==> config.mk <==
export PLATFORM = sky130hd
export DESIGN_NAME = ball_motion_ctrl
export DESIGN_NICKNAME = d
export VERILOG_FILES = /design/src/rtl/ball_motion_ctrl.sv
export SDC_FILE = /design/constraint.sdc
export NUM_CORES = 1
export LEC_CHECK = 0
export CAP_MARGIN = 20
export CORE_MARGIN = 10
export CORE_UTILIZATION = 50
export CTS_BUF_LIST = sky130_fd_sc_hd__clkbuf_2 sky130_fd_sc_hd__clkbuf_4 sky130_fd_sc_hd__clkbuf_8
export DETAILED_ROUTE_END_ITERATION = 7
export GPL_TIMING_DRIVEN = 0
export PLACE_DENSITY = 0.77
export SLEW_MARGIN = 5
export SYNTH_ARGS = -nofsm -noshare
export SYNTH_HDL_FRONTEND = slang
export SYNTH_SLANG_ARGS = --single-unit
==> constraint.sdc <==
create_clock -name i_Clk -period 2.1 [get_ports i_Clk]
set_input_delay 0.42 -clock i_Clk [delete_from_list [all_inputs] [get_ports i_Clk]]
set_output_delay 0.42 -clock i_Clk [all_outputs]
set_load 0.05 [all_outputs]
==> src/rtl/ball_motion_ctrl.sv <==
// Ball motion controller for a two-player paddle game.
// Tracks serve/play/game-over state, ball direction, horizontal speed and
// both scores, evaluating ball/paddle/goal coincidences once per frame.
// Optional feature macro: BALL_SPEEDUP_EN -- each honoured paddle hit raises
// the speed by one (saturating at P_SPEED_MAX); when undefined the speed stays
// at P_SPEED_INIT for the whole rally.
module ball_motion_ctrl #(
  parameter int unsigned P_SPEED_INIT   = 1,
  parameter int unsigned P_SPEED_MAX    = 5,
  parameter int unsigned P_SERVE_FRAMES = 60,
  parameter int unsigned P_WIN_SCORE    = 9
) (
  input  logic       i_Clk,
  input  logic       i_Rst_n,
  input  logic       i_HReset,
  input  logic       i_VReset,
  input  logic       i_Start,
  input  logic       i_BallVideo,
  input  logic       i_LPaddleVideo,
  input  logic       i_RPaddleVideo,
  input  logic       i_LGoalVideo,
  input  logic       i_RGoalVideo,
  output logic       o_HDir,
  output logic [2:0] o_Speed,
  output logic [3:0] o_ScoreL,
  output logic [3:0] o_ScoreR,
  output logic [1:0] o_State
);

  localparam int unsigned SPEED_W = 3;
  localparam int unsigned SCORE_W = 4;
  localparam int unsigned CNT_W   = 8;

  localparam logic [1:0] ST_IDLE  = 2'd0;
  localparam logic [1:0] ST_SERVE = 2'd1;
  localparam logic [1:0] ST_PLAY  = 2'd2;
  localparam logic [1:0] ST_OVER  = 2'd3;

  localparam logic [SPEED_W-1:0] SPEED_INIT = SPEED_W'(P_SPEED_INIT);
  localparam logic [CNT_W-1:0]   SERVE_LAST = CNT_W'(P_SERVE_FRAMES - 1);
  localparam logic [SCORE_W-1:0] WIN_SCORE  = SCORE_W'(P_WIN_SCORE);
  localparam logic [SCORE_W-1:0] SCORE_SAT  = {SCORE_W{1'b1}};

  // Reject parameter sets outside the supported ranges at elaboration
  if (P_SPEED_INIT < 1 || P_SPEED_INIT > 7 ||
      P_SPEED_MAX < P_SPEED_INIT || P_SPEED_MAX > 7 ||
      P_SERVE_FRAMES < 1 || P_SERVE_FRAMES > 255 ||
      P_WIN_SCORE < 1 || P_WIN_SCORE > 15) begin : g_bad_cfg
    $error("ball_motion_ctrl: parameter out of range");
  end

  logic [1:0]         state_q, state_d;
  logic               hdir_q, hdir_d;
  logic [SPEED_W-1:0] speed_q, speed_d;
  logic [SPEED_W-1:0] speed_out_q, speed_out_d;
  logic [SCORE_W-1:0] score_l_q, score_l_d;
  logic [SCORE_W-1:0] score_r_q, score_r_d;
  logic [CNT_W-1:0]   serve_cnt_q, serve_cnt_d;
  logic               lhit_q, lhit_d, rhit_q, rhit_d;
  logic               lgoal_q, lgoal_d, rgoal_q, rgoal_d;
  logic               armed_q, armed_d;

  logic               fe_c;
  logic [SPEED_W-1:0] speed_bump_c;

  assign fe_c = i_HReset & i_VReset;

  // Saturating score increment
  function automatic logic [SCORE_W-1:0] sat_inc(input logic [SCORE_W-1:0] s);
    return (s == SCORE_SAT) ? s : s + SCORE_W'(1);
  endfunction

  // Speed after an honoured paddle hit
`ifdef BALL_SPEEDUP_EN
  localparam logic [SPEED_W-1:0] SPEED_MAX = SPEED_W'(P_SPEED_MAX);
  assign speed_bump_c = (speed_q >= SPEED_MAX) ? SPEED_MAX : speed_q + SPEED_W'(1);
`else
  assign speed_bump_c = speed_q;
`endif

  // Sticky coincidence flags; FE-cycle coincidences seed the next frame
  always_comb begin
    lhit_d  = lhit_q  | (i_BallVideo & i_LPaddleVideo);
    rhit_d  = rhit_q  | (i_BallVideo & i_RPaddleVideo);
    lgoal_d = lgoal_q | (i_BallVideo & i_LGoalVideo);
    rgoal_d = rgoal_q | (i_BallVideo & i_RGoalVideo);
    armed_d = armed_q | fe_c;
    if (fe_c) begin
      lhit_d  = i_BallVideo & i_LPaddleVideo;
      rhit_d  = i_BallVideo & i_RPaddleVideo;
      lgoal_d = i_BallVideo & i_LGoalVideo;
      rgoal_d = i_BallVideo & i_RGoalVideo;
    end
  end

  // Next-state and registered-output logic
  always_comb begin
    state_d     = state_q;
    hdir_d      = hdir_q;
    speed_d     = speed_q;
    score_l_d   = score_l_q;
    score_r_d   = score_r_q;
    serve_cnt_d = serve_cnt_q;

    case (state_q)
      ST_IDLE, ST_OVER: begin
        if (i_Start) begin
          state_d     = ST_SERVE;
          score_l_d   = '0;
          score_r_d   = '0;
          serve_cnt_d = '0;
          speed_d     = SPEED_INIT;
        end
      end
      ST_SERVE: begin
        if (fe_c) begin
          if (serve_cnt_q == SERVE_LAST) begin
            state_d     = ST_PLAY;
            speed_d     = SPEED_INIT;
            serve_cnt_d = '0;
          end else begin
            serve_cnt_d = serve_cnt_q + CNT_W'(1);
          end
        end
      end
      ST_PLAY: begin
        // The first FE after reset carries no trustworthy flags
        if (fe_c && armed_q) begin
          if (lgoal_q && rgoal_q) begin
            state_d     = ST_SERVE;
            speed_d     = SPEED_INIT;
            serve_cnt_d = '0;
          end else if (lgoal_q) begin
            score_r_d   = sat_inc(score_r_q);
            hdir_d      = 1'b0;
            speed_d     = SPEED_INIT;
            serve_cnt_d = '0;
            state_d     = (score_r_d == WIN_SCORE) ? ST_OVER : ST_SERVE;
          end else if (rgoal_q) begin
            score_l_d   = sat_inc(score_l_q);
            hdir_d      = 1'b1;
            speed_d     = SPEED_INIT;
            serve_cnt_d = '0;
            state_d     = (score_l_d == WIN_SCORE) ? ST_OVER : ST_SERVE;
          end else if (lhit_q && !hdir_q) begin
            hdir_d  = 1'b1;
            speed_d = speed_bump_c;
          end else if (rhit_q && hdir_q) begin
            hdir_d  = 1'b0;
            speed_d = speed_bump_c;
          end
        end
      end
      default: state_d = ST_IDLE;
    endcase

    speed_out_d = (state_d == ST_PLAY) ? speed_d : '0;
  end

  // State and output registers
  always_ff @(posedge i_Clk or negedge i_Rst_n) begin
    if (!i_Rst_n) begin
      state_q     <= ST_IDLE;
      hdir_q      <= 1'b1;
      speed_q     <= SPEED_INIT;
      speed_out_q <= '0;
      score_l_q   <= '0;
      score_r_q   <= '0;
      serve_cnt_q <= '0;
      lhit_q      <= 1'b0;
      rhit_q      <= 1'b0;
      lgoal_q     <= 1'b0;
      rgoal_q     <= 1'b0;
      armed_q     <= 1'b0;
    end else begin
      state_q     <= state_d;
      hdir_q      <= hdir_d;
      speed_q     <= speed_d;
      speed_out_q <= speed_out_d;
      score_l_q   <= score_l_d;
      score_r_q   <= score_r_d;
      serve_cnt_q <= serve_cnt_d;
      lhit_q      <= lhit_d;
      rhit_q      <= rhit_d;
      lgoal_q     <= lgoal_d;
      rgoal_q     <= rgoal_d;
      armed_q     <= armed_d;
    end
  end

  assign o_State  = state_q;
  assign o_HDir   = hdir_q;
  assign o_Speed  = speed_out_q;
  assign o_ScoreL = score_l_q;
  assign o_ScoreR = score_r_q;

endmodule

==> flow_metrics.py <==
metrics = {
    "status": {
        "outcome": "complete, no violations",
    },
    "setup_path": {
        "r2r_setup_slack_ns": 0.03,
        "critPathKind": "reg2reg",
        "slowest_stage": "dfrtp_1",
        "cp-end-kind": "register",
        "reg2reg_from": "serve_cnt_q[6]",
        "worstPathRequired_ns": 2.38,
        "crit_path_max_fanout": 5,
        "cp_num_buf_inv": 0,
        "path_cells": "or3b_4, or3_1, a211o_1, a21oi_2, and4b_1",
        "cp_top_family": "simple AND/OR/NAND/NOR gates",
        "slowest_delay_ns": 0.44,
        "critPathArrivalTime_ns": 2.35,
        "startpoint": "serve_cnt_q[6]",
        "r2r-end": "o_Speed[0]",
        "reg2regPathDepth": 5,
        "start_kind": "register",
    },
    "sta": {
        "slew_violations": 0,
        "clock_skew_ns": 0.00677,
        "finalHoldViolCount": 0,
        "hold_ws_ns": 0.489,
        "setup-violations-final": 0,
        "fin_ws_ns": 0.0282,
        "setup_tns_ns": 0,
        "min_period_ns": 2.07,
        "rsz0062_at_grt": "true",
        "worstMarginPinSlew_ns": 0.703,
        "fin_crit_sh": 0.987,
        "max_freq_ghz": 0.483,
        "slew_headroom": 0.530,
    },
    "logic_synthesis": {
        "syn_nets": 193,
        "yosysTopAreaCell": "dfrtp_1",
        "syn_area_um2": 1660,
        "yosys_warnings": 0,
        "synth_cells": 178,
        "seq_area_frac_synth": 0.453,
        "synth_top_area_frac": 0.421,
        "synth_ff_type": "dfrtp_1",
        "synthTopCellsByArea": "dfrtp_1, o21ai_0, nand2_1",
        "synth-edff-count": 0,
        "synth.distinct_cells": 48,
        "synth_area_per_cell_um2": 9.35,
        "synth_seq_cells": 30,
        "ys_async_sr_fraction": 1.00,
    },
    "final_layout": {
        "drive_gt1_frac": 0.194,
        "insertedDiodeCount": 0,
        "instances_no_fill": 255,
        "fillers": 235,
        "final_cell_area_um2": 2180,
        "final_nets": 225,
        "syn_to_final_growth_pct": 30.9,
    },
    "clocking": {
        "cts_tree": "done",
        "cts_hold_buf": 0,
        "worstSkewPairLatency_ns": 0.34,
        "clk_pin_slew_ns": 0.10,
        "cts_root_buf": "clkbuf_4",
        "cts.htree.levels": 2,
        "numCtsBuffers": 5,
        "clk_path_buf_depth": 2,
        "numClockSinks": 30,
    },
    "global_route": {
        "grt_pass1_vias": 1522,
        "antenna_found_initial": 0,
        "grt_max_degree": 19,
        "grt_use_total": 0.143,
        "grt_pass1_wl_mm": 7.05,
        "gr-total-overflow": 0,
    },
    "route": {
        "vias": 1531,
        "drt-initial-drc-count": 135,
        "drt-wirelength-per-cell_um": 16.8,
        "vias_per_cell": 6.00,
        "drt_wl_total_mm": 4.27,
        "drc": 0,
        "antenna_left": 0,
        "dr.pass1.iters": 4,
    },
    "hold_path": {
        "hp-class": "in2async",
    },
    "power_and_ir_drop": {
        "power.leakage_nw": 0.975,
        "max-vdd-ir-drop_uv": 670,
        "power.density_nw_per_um2": 876,
    },
    "floorplanning": {
        "ios": 24,
        "die_width_um": 77.7,
        "die_h_um": 77.7,
        "coreArea_um2": 3130,
        "rows": 20,
        "start_util": 0.532,
        "design.die.area_um2": 6040,
    },
    "placement": {
        "dpl_cell_area_um2": 1990,
        "place.port_buffers": 23,
        "place_congestion": 0.831,
        "pre_cts_ws_ns": -0.326,
        "post-place-cells": 246,
        "place_hpwl_mm": 2.97,
    },
    "run": {
        "maxCapViolations": 0,
    },
}
flip-flops by register name, indices dropped and copies added (netlist names):
| register | flops |
|---|---|
| o_State | 2 |
| o_Speed | 3 |
| lgoal_q | 1 |
| serve_cnt_q | 8 |
| rhit_q | 1 |
| armed_q | 1 |
| speed_bump_c | 3 |
| o_ScoreL | 4 |
| rgoal_q | 1 |
| o_HDir | 1 |
| lhit_q | 1 |
| o_ScoreR | 4 |
cells in the mapped netlist, types with 3 or more instances:
library cell	instances
o21a_1	3
and3_1	4
a22o_1	5
nor3_1	4
o31ai_1	4
nor4_1	3
ha_1	5
nand2b_1	8
inv_1	4
o21ai_0	17
clkbuf_1	7
dfrtp_1	28
nor2_1	9
nand3_1	6
nand2_1	18
a21boi_0	3
a21oi_1	9
area by class of cell:
| type | count | area (um^2) | share of cell area |
|---|---|---|---|
| Clock buffer | 5 | 37.5 | 0.0172 |
| Clock inverter | 3 | 40.0 | 0.0184 |
| Timing Repair Buffer | 26 | 280 | 0.129 |
| Buffer | 7 | 35.0 | 0.0161 |
| Sequential cell | 30 | 758 | 0.348 |
| Inverter | 4 | 15.0 | 0.00689 |
| Multi-Input combinational cell | 136 | 957 | 0.439 |
| Tap cell | 44 | 55.1 | 0.0253 |
how the worst max path moves through the flow:
| stage | endpoint | slack (ns) | cells after the start |
|---|---|---|---|
| final | o_Speed[0] | 0.03 | 5 |
| after global routing | o_Speed[0] | -0.06 | 6 |
| after CTS | o_ScoreL[0] | -0.007 | 7 |
| after detailed placement | o_Speed[0] | -0.33 | 6 |
| after global placement | o_Speed[0] | -0.31 | 6 |
| after floorplan | o_Speed[0] | 0.03 | 5 |
what timing repair did:
action / CTS / global route
buffers inserted: 2 / 0
gates resized for setup: 7 / 19
pin swaps: 1 / 1
setup endpoints to repair: 18 / 21
stage by stage:
stage                     total power, mW  utilization
after detailed placement             1.39        0.636
final                                1.91        0.696
after CTS                            1.87        0.673
after global placement               1.34        0.628
after global routing                 2.04        0.696
after floorplan                      1.20            -
cells in the final DEF (no fill, tap or decap), types with 4 or more instances in the layout:
cell type | netlist | layout
o21ai_0 | 17 | 17
dfrtp_1 | 28 | 24
dlymetal6s2s_1 | 0 | 4
dfrtp_2 | 0 | 4
nor2_1 | 9 | 9
inv_1 | 4 | 4
nand2b_1 | 8 | 8
nand3_1 | 6 | 6
nor3_1 | 4 | 4
and3_1 | 4 | 4
a22o_1 | 5 | 5
clkbuf_4 | 0 | 6
nand2_1 | 18 | 17
clkdlybuf4s50_1 | 0 | 17
a21oi_1 | 9 | 9
cells by family after synthesis:
| kind of cell | synth area share |
|---|---|
| AO/OA/AOI/OAI | 0.247 |
| adder cells (fa/ha/maj) | 0.0376 |
| buffers and inverters | 0.0278 |
| flip-flops | 0.453 |
| AND/OR/NAND/NOR | 0.235 |
per-layer routing:
metal  track usage  vias up  part of all wire
met3        0.0657       11             0.074
met5             0        -                 0
li1              -      736                 -
met1         0.172      740              0.43
met2         0.215       44              0.47
met4        0.0602        0             0.019
where the power goes:
part / switching [mW] / leakage (nW) / internal, mW / total (mW)
clock network: 0.215 / 0.0450 / 0.246 / 0.461
logic: 0.412 / 0.546 / 0.288 / 0.700
registers: 0.0849 / 0.384 / 0.663 / 0.748
total: 0.712 / 0.975 / 1.20 / 1.91
Power figures use the tool's default switching activity.
